===== config.mk =====
export PLATFORM = sky130hd
export DESIGN_NAME = genius_core
export DESIGN_NICKNAME = d
export VERILOG_FILES = /design/src/rtl/genius_pkg.sv /design/src/rtl/genius_lfsr.sv /design/src/rtl/genius_core.sv
export SDC_FILE = /design/constraint.sdc
export NUM_CORES = 1
export LEC_CHECK = 0
export ABC_AREA = 1
export ABC_CLOCK_PERIOD_IN_PS = 6600
export CORE_UTILIZATION = 45
export CTS_BUF_LIST = sky130_fd_sc_hd__clkbuf_8
export DETAILED_ROUTE_END_ITERATION = 7
export PLACE_DENSITY = 0.72
export SLEW_MARGIN = 5
export SYNTH_ARGS = -nofsm -noshare
export SYNTH_HDL_FRONTEND = slang
export SYNTH_SLANG_ARGS = --single-unit

===== constraint.sdc =====
create_clock -name clock -period 6.6 [get_ports clock]
set_input_delay 1.65 -clock clock [delete_from_list [all_inputs] [get_ports clock]]
set_output_delay 1.65 -clock clock [all_outputs]
set_load 0.05 [all_outputs]

===== src/rtl/genius_pkg.sv =====
// Shared definitions for the Genius game controller and its display decoders:
// state encoding, LFSR geometry and default seed.
package genius_pkg;

  localparam int unsigned LFSR_W = 16;
  // Fibonacci taps 16,14,13,11 (bits 15,13,12,10)
  localparam logic [LFSR_W-1:0] LFSR_TAPS = 16'hB400;
  localparam logic [LFSR_W-1:0] LFSR_SEED_DEFAULT = 16'hACE1;

  typedef enum logic [2:0] {
    ST_IDLE     = 3'd0,
    ST_APPEND   = 3'd1,
    ST_SHOW_ON  = 3'd2,
    ST_SHOW_GAP = 3'd3,
    ST_INPUT    = 3'd4,
    ST_WIN      = 3'd5,
    ST_LOSE     = 3'd6
  } state_e;

  function automatic logic [LFSR_W-1:0] lfsr_next(input logic [LFSR_W-1:0] s);
    return {s[LFSR_W-2:0], ^(s & LFSR_TAPS)};
  endfunction

endpackage


===== src/rtl/genius_lfsr.sv =====
// Free-running 16-bit Fibonacci LFSR with synchronous reset to SEED.
module genius_lfsr
  import genius_pkg::*;
#(
  parameter logic [LFSR_W-1:0] SEED = LFSR_SEED_DEFAULT
) (
  input  logic              clock,
  input  logic              reset,
  output logic [LFSR_W-1:0] lfsr_o
);

  logic [LFSR_W-1:0] lfsr_q;
  logic [LFSR_W-1:0] lfsr_d;

  always_comb lfsr_d = lfsr_next(lfsr_q);

  always_ff @(posedge clock) begin
    if (reset) lfsr_q <= SEED;
    else       lfsr_q <= lfsr_d;
  end

  assign lfsr_o = lfsr_q;

endmodule


===== src/rtl/genius_core.sv =====
// Genius (Simon) game controller: grows, replays and checks a random colour sequence.
// Optional input timeout enabled by defining GENIUS_TIMEOUT_EN.
module genius_core
  import genius_pkg::*;
#(
  parameter int unsigned       NUM_COLORS    = 4,
  parameter int unsigned       MAX_LEVEL     = 16,
  parameter int unsigned       SHOW_TICKS    = 4,
  parameter int unsigned       GAP_TICKS     = 2,
  parameter int unsigned       TIMEOUT_TICKS = 64,
  parameter logic [LFSR_W-1:0] LFSR_SEED     = LFSR_SEED_DEFAULT,
  localparam int unsigned      CW            = $clog2(NUM_COLORS),
  localparam int unsigned      LW            = $clog2(MAX_LEVEL + 1)
) (
  input  logic                  clock,
  input  logic                  reset,
  input  logic                  start,
  input  logic [NUM_COLORS-1:0] btn,
  output logic                  show_valid,
  output logic [CW-1:0]         show_color,
  output logic                  awaiting_input,
  output logic [LW-1:0]         level,
  output logic [LW-1:0]         step,
  output logic                  win,
  output logic                  lose
);

  localparam int unsigned MAXT = (SHOW_TICKS > GAP_TICKS) ? SHOW_TICKS : GAP_TICKS;
  localparam int unsigned TW   = $clog2(MAXT + 1);
  localparam int unsigned AW   = (MAX_LEVEL > 1) ? $clog2(MAX_LEVEL) : 1;

  state_e                  state_q, state_d;
  logic [LW-1:0]           level_q, level_d;
  logic [LW-1:0]           step_q, step_d;
  logic [TW-1:0]           tick_q, tick_d;
  logic                    show_valid_q, show_valid_d;
  logic [CW-1:0]           show_color_q, show_color_d;
  logic                    awaiting_q, awaiting_d;
  logic                    win_q, win_d;
  logic                    lose_q, lose_d;

  logic [CW-1:0]           mem_q [MAX_LEVEL];
  logic                    mem_we;
  logic [LFSR_W-1:0]       lfsr;
  logic [CW-1:0]           draw_c;
  logic [CW-1:0]           cur_c;
  logic [NUM_COLORS-1:0]   exp_btn;
  logic                    last_step;
  logic                    unused_lfsr;

`ifdef GENIUS_TIMEOUT_EN
  localparam int unsigned TOW = $clog2(TIMEOUT_TICKS + 1);
  logic [TOW-1:0] to_q, to_d;
`else
  localparam logic [31:0] UNUSED_TIMEOUT = 32'(TIMEOUT_TICKS);
`endif

  genius_lfsr #(.SEED(LFSR_SEED)) u_lfsr (
    .clock  (clock),
    .reset  (reset),
    .lfsr_o (lfsr)
  );

  assign unused_lfsr = ^lfsr[LFSR_W-1:CW];

  // Fold out-of-range draws back into 0..NUM_COLORS-1
  always_comb begin
    draw_c = lfsr[CW-1:0];
    if ({1'b0, lfsr[CW-1:0]} >= (CW+1)'(NUM_COLORS))
      draw_c = CW'({1'b0, lfsr[CW-1:0]} - (CW+1)'(NUM_COLORS));
  end

  assign cur_c     = mem_q[step_q[AW-1:0]];
  assign exp_btn   = NUM_COLORS'(1) << cur_c;
  assign last_step = (step_q == LW'(level_q - LW'(1)));

  always_comb begin
    state_d      = state_q;
    level_d      = level_q;
    step_d       = step_q;
    tick_d       = tick_q;
    mem_we       = 1'b0;
    show_valid_d = 1'b0;
    show_color_d = '0;
    awaiting_d   = 1'b0;
    win_d        = 1'b0;
    lose_d       = 1'b0;
`ifdef GENIUS_TIMEOUT_EN
    to_d         = to_q;
`endif

    case (state_q)
      ST_IDLE: begin
        if (start) begin
          level_d = '0;
          step_d  = '0;
          state_d = ST_APPEND;
        end
      end
      ST_APPEND: begin
        mem_we  = 1'b1;
        level_d = level_q + LW'(1);
        step_d  = '0;
        tick_d  = '0;
        state_d = ST_SHOW_ON;
      end
      ST_SHOW_ON: begin
        if (tick_q == TW'(SHOW_TICKS - 1)) begin
          tick_d  = '0;
          state_d = ST_SHOW_GAP;
        end else begin
          tick_d = tick_q + TW'(1);
        end
      end
      ST_SHOW_GAP: begin
        if (tick_q == TW'(GAP_TICKS - 1)) begin
          tick_d = '0;
          if (last_step) begin
            step_d  = '0;
            state_d = ST_INPUT;
`ifdef GENIUS_TIMEOUT_EN
            to_d    = '0;
`endif
          end else begin
            step_d  = step_q + LW'(1);
            state_d = ST_SHOW_ON;
          end
        end else begin
          tick_d = tick_q + TW'(1);
        end
      end
      ST_INPUT: begin
        // A press always wins over an expiring timeout on the same cycle
        if (btn != '0) begin
          if (btn != exp_btn) begin
            state_d = ST_LOSE;
          end else begin
`ifdef GENIUS_TIMEOUT_EN
            to_d = '0;
`endif
            if (!last_step)                     step_d  = step_q + LW'(1);
            else if (level_q == LW'(MAX_LEVEL)) state_d = ST_WIN;
            else                                state_d = ST_APPEND;
          end
        end
`ifdef GENIUS_TIMEOUT_EN
        else if (to_q == TOW'(TIMEOUT_TICKS - 1)) state_d = ST_LOSE;
        else                                       to_d    = to_q + TOW'(1);
`endif
      end
      ST_WIN, ST_LOSE: state_d = ST_IDLE;
      default:         state_d = ST_IDLE;
    endcase

    // Registered outputs follow the next state; APPEND forwards the colour being written
    show_valid_d = (state_d == ST_SHOW_ON);
    if (show_valid_d) begin
      if (mem_we && (step_d == level_q)) show_color_d = draw_c;
      else                               show_color_d = mem_q[step_d[AW-1:0]];
    end
    awaiting_d = (state_d == ST_INPUT);
    win_d      = (state_d == ST_WIN);
    lose_d     = (state_d == ST_LOSE);
  end

  always_ff @(posedge clock) begin
    if (reset) begin
      state_q      <= ST_IDLE;
      level_q      <= '0;
      step_q       <= '0;
      tick_q       <= '0;
      show_valid_q <= 1'b0;
      show_color_q <= '0;
      awaiting_q   <= 1'b0;
      win_q        <= 1'b0;
      lose_q       <= 1'b0;
`ifdef GENIUS_TIMEOUT_EN
      to_q         <= '0;
`endif
    end else begin
      state_q      <= state_d;
      level_q      <= level_d;
      step_q       <= step_d;
      tick_q       <= tick_d;
      show_valid_q <= show_valid_d;
      show_color_q <= show_color_d;
      awaiting_q   <= awaiting_d;
      win_q        <= win_d;
      lose_q       <= lose_d;
`ifdef GENIUS_TIMEOUT_EN
      to_q         <= to_d;
`endif
    end
  end

  // Sequence memory is intentionally not reset
  always_ff @(posedge clock) begin
    if (mem_we) mem_q[level_q[AW-1:0]] <= draw_c;
  end

  assign show_valid     = show_valid_q;
  assign show_color     = show_color_q;
  assign awaiting_input = awaiting_q;
  assign level          = level_q;
  assign step           = step_q;
  assign win            = win_q;
  assign lose           = lose_q;

endmodule


# Word level (Yosys, flattened, before mapping)
# Memory sizes are Yosys's and may differ from the RTL's. A register that Yosys moved wholly into a read port is not among the register bits.
# Index checks and enable logic that the tools add are counted.
op_classes:
  addsub: 4
  n_eq_ne: 15
  n_shift: 1
  muxes: 26
  bitwise: 1
  reduce_logical: 8
ops:
  columns: ["cell", "count"]
  rows:
  - ["$mux 5", 7]
  - ["$mux 3", 10]
  - ["$pmux 5 s4", 1]
  - ["$reduce_xor 16->1", 1]
  - ["$pmux 3 s5", 1]
  - ["$eq 3x2->1 const B", 4]
  - ["$eq 3x3->1 const B", 4]
  - ["$add 5x1->5 const B", 2]
  - ["$eq 5x5->1", 2]
  - ["$pmux 5 s2", 1]
  - ["$pmux 3 s3", 1]
  - ["$eq 3x1->1 const B", 2]
  - ["$eq 5x5->1 const B", 1]
  - ["$sub 5x1->5 const B", 1]
  - ["$mux 4", 1]
  - ["$ne 4x4->1", 1]
  - ["$reduce_bool 4->1", 1]
  - ["$shl 1x2->4 const A", 1]
  - ["$add 3x1->3 const B", 1]
  - ["$logic_not 3->1", 1]
  - ["$mux 1", 3]
  - ["$reduce_bool 3->1", 1]
  - ["$mux 2", 1]
  - ["$ne 2x2->1 const B", 1]
  - ["5 further kinds", 5]
word_totals:
  register_bits: 38
  ram_bits: 32
  inputBits: 7
  output_inout_bits: 16
  word_cells: 66
  memories: 1
mem_list:
  columns: ["memory", "words", "word_bits", "read_ports", "rd_ports_with_merged_regs", "wr", "line_no", "source"]
  rows:
  - ["mem_q", 16, 2, 2, 1, 1, "genius_core.sv:42", "logic [CW-1:0] mem_q [MAX_LEVEL];"]

# Logic depth before layout (Yosys ltp)
logic_depth:
  depth_word: 9
  depth_mapped: 26
  ltp_nobuf: 24

# Cells and area by module
# From an unflattened synthesis, not the netlist that was laid out.
unflattened:
  hier_cells: 565
  area_unflattened_um2: 4119.0
by_module_without_submodules:
  columns: ["module", "n_inst", "cells_per_inst", "area_each_um2", "seq_area_each_um2"]
  rows:
  - ["genius_core", 1, 491, 3503.4, 1401.3]
  - ["genius_lfsr", 1, 74, 615.6, 320.3]

# Least setup slack after synthesis
# No wires, ideal clock.
synth_timing:
  path_type: "reg-to-reg"
  startpoint: "register level_q[0] (netlist: level[0])"
  endpoint: "register show_color_q[1] (netlist: show_color[1])"
  setup_time_ns: 0.109
  arrival_time_ns: 3.223
  required_time_ns: 6.491
  slack_ns: 3.268
  stages_incl_launch_ff: 22
  path_buffers: 2
  period_less_slack_ns: 3.332
  path_cell_list: "dfxtp_1 inv_1 ha_1 nand2_1 inv_1 nor3_2 nand3_1 nor2_1 nand2_1 buf_6 ha_1 a221oi_1 nand2_4 nand2_4 buf_6 nand2_1 nand3_1 nand3_1 nand3_1 nand3_1 nand2_1 inv_1"
synth_via:
  elab_chain_len: 9
  word_cells_on_any_way: 23
synth_lines:
  columns: ["item", "line_no", "source"]
  rows:
  - ["from (decl)", "genius_core.sv:33", "logic [LW-1:0] level_q, level_d;"]
  - ["from (signal assigned)", "genius_core.sv:182", "level_q <= level_d;"]
  - ["branches (longest 9 deep; another with $sub 5x1->5)", null, null]
  - ["to (signal assigned)", "genius_core.sv:186", "show_color_q <= show_color_d;"]
  - ["to (decl)", "genius_core.sv:37", "logic [CW-1:0] show_color_q, show_color_d;"]
# Parallel ways; which one is timed is not known.
# A chain may end at the register's enable or synchronous reset.

# Worst setup path in the final report
layout_timing:
  startpoint: "register step_q[1] (netlist: step[1])"
  endpoint: "output port step[1]"
layout_rtl:
  columns: ["item", "line_no", "source"]
  rows:
  - ["from (decl)", "genius_core.sv:34", "logic [LW-1:0] step_q, step_d;"]
  - ["from (signal assigned)", "genius_core.sv:183", "step_q <= step_d;"]
  - ["to (decl)", "genius_core.sv:23", "output logic [LW-1:0] step,"]
# No word-level cell between the ends.

==> summary.txt <==
Clock network
  • Max Buffers Root-to-Sink: 2
  • Post-CTS setup buffer count: 0
  • CTS tree: built
  • Clock slew at reported path FFs: 0.09 ns
  • Root Buffer: clkbuf_8
  • CTS sink count: 70
  • Resize count post-CTS: 0
  • Cts-stage hold buffer count: 0
  • Worst-Skew Late Latency: 0.35 ns
  • Htree depth: 3
  • Num CTS Buffers: 9

GRT
  • First-pass GRT wire length: 16.0 mm
  • Vias in the first global route: 3407
  • Largest net degree at the start of global routing: 31
  • Total congestion overflow: 0
  • Initial antenna violation count: 0
  • GRT Overall Usage: 23.0%

Yosys
  • Cell area after synthesis: 4010 sq um
  • Register bit total from synthesis: 70
  • Synth top area share: 24.0%
  • Post-synthesis cell count: 539
  • Ranking of synthesized cells by area: edfxtp_1, dfxtp_1, nand3_1
  • Register area share after synthesis: 43.0%
  • YS warnings: 0
  • Distinct cells, synth: 38
  • Syn_nets: 556
  • Syn Area/Cell: 7.43 sq um
  • Cell taking the most area after synthesis: edfxtp_1

Critical path
  • Arrival @ worst endpoint: 2.13 ns
  • CP max FO: 18
  • Worst EP required: 4.95 ns
  • Slowest cell on crit path: clkdlybuf4s50_1
  • Crit Path Category: flop to primary output
  • Setup crit start kind: flop
  • Crit-path leading delay family: buffers and inverters
  • Worst Path Buf+Inv: 1
  • Critical path, cell by cell: clkdlybuf4s50_1
  • Cell depth of the worst setup path: 1
  • Crit-path max cell delay: 0.94 ns
  • Crit. End Element: primary output
  • R2r worst-path depth: 19

Worst hold path
  • Worst Hold Class: flop to flop
  • Hold Path Depth: 2

Routing
  • Via count: 3601
  • DRT iter0 DRCs: 318
  • Pre-Repair DR Iteration Count: 5
  • Final WL: 9.90 mm
  • Post-route ant nets: 0
  • DR WL/cell: 14.8 um
  • Via density per instance: 5.39
  • # DRC: 0

STA
  • Final setup vio count: 0
  • Final Hold Viols: 0
  • Worst slew pin tran: 1.03 ns
  • Tmin final: 3.78 ns
  • Tcrit/Tclk final: 57.3%
  • Clk_skew: 0.0106 ns
  • Setup Total Neg Slack: 0 ns
  • Max Freq: 265 MHz
  • RSZ-0062 raised after global routing: no
  • Max-Slew Margin vs Limit: 31.0%
  • Max-slew violation count: 0

Cells and area
  • Layout cell share with drive strength beyond 1: 7.14%
  • Antenna cells: 0
  • Most common cell after layout, fill and taps aside: nand2_1
  • Area growth syn-to-layout: 10.4%
  • Total Nets Final: 572
  • Most frequent cells in the layout: nand2_1, nand3_1, inv_1, nor2_1, dfxtp_1
  • Fin util: 51.0%

Placement
  • Routability cong.: 0.934
  • Dpl hpwl: 7.23 mm
  • I/O Buffers: 22

Die
  • I/O pin count: 23
  • Chip height: 96.4 um
  • Initial core utilization: 46.2%
  • Row count: 34
  • Core area: 8680 sq um
  • Die W: 96.4 um
  • Die Area: 9280 sq um

Power and ir drop
  • Power Density: 246 nW/um^2
  • VDD IR-drop max: 0.120 mV
  • Leak: 0.00200 uW

Flow run
  • Total of max-cap violations: 0

Run status
  • Status: completed
cell type report:
class	count	area [sq um]
Clock inverter	7	60.1
Sequential cell	70	1720
Clock buffer	9	124
Inverter	94	353
Fill cell	872	4260
Timing Repair Buffer	23	228
Tap cell	108	135
Multi-Input combinational cell	357	1800
stage by stage:
stage / instances / setup WS, ns / cell area (sq um) / hold slack, ns / total power (uW)
finish: 668 / 2.82 / 4420 / 0.405 / 1090
global route: 668 / 2.58 / 4420 / 0.426 / 1140
CTS: 668 / 2.82 / 4420 / 0.406 / 1090
detailed placement: 652 / 2.55 / 4240 / 0.393 / 764
global placement: 652 / 2.62 / 4240 / 0.392 / 762
floorplan: 539 / 3.27 / 4010 / 0.388 / 704
cells by family after synthesis:
| group | share of synthesized area [%] |
|---|---|
| xor+xnor | 1.97 |
| flops | 43.0 |
| buf+inv | 12.1 |
| simple gates | 32.4 |
| fa+ha+maj | 3.12 |
| compound gates | 7.53 |
final timing paths:
| check | from | to | slack (ns) |
|---|---|---|---|
| setup / recovery | step[1]$_SDFF_PP0_ | step[1] | 2.82 |
| hold / removal | u_lfsr.lfsr_o[8]$_SDFF_PP0_ | u_lfsr.lfsr_o[9]$_SDFF_PP0_ | 0.41 |
| setup reg to reg | level[0]$_SDFFE_PP0P_ | show_color[0]$_SDFF_PP0_ | 2.93 |
| hold reg to reg | u_lfsr.lfsr_o[8]$_SDFF_PP0_ | u_lfsr.lfsr_o[9]$_SDFF_PP0_ | 0.41 |
cells in the mapped netlist, drive strengths merged:
master and n:
inv 93, o221ai 1, nor3 6, clkinv 1, a221oi 1, a2bb2oi 1, xor2 5, nor2 60
nand2 117, o21ai 19, o211ai 8, ha 10, a211oi 1, nand4 1, dfxtp 38, or2 8
edfxtp 32, a21oi 13, o22ai 2, o31ai 1, a31oi 1, buf 14, xnor2 4, clkbuf 4
nand3 98
power breakdown:
part / leakage (uW) / internal (uW) / switching (uW)
registers: 0.000599 / 472 / 27.4
logic: 0.00131 / 83.5 / 176
clock network: 0.0000935 / 144 / 183
total: 0.00200 / 700 / 387
flip-flops by register name, summed over array words and instances, names as in the netlist:
name,cells
awaiting_input,1
level,5
lose,1
mem_q,32
show_color,2
show_valid,1
state_q,3
step,5
tick_q,3
u_lfsr.lfsr_o,16
win,1
layer usage:
layer  vias up  GRT usage, %  part of all wire (%)
li1       1770             -                     -
met1      1665          29.7                    44
met2       144          37.9                    47
met3        22          4.19                   6.7
met4         0          9.19                   2.5
met5         -             0                     0
No activity file was read; power rests on OpenSTA's default activity.
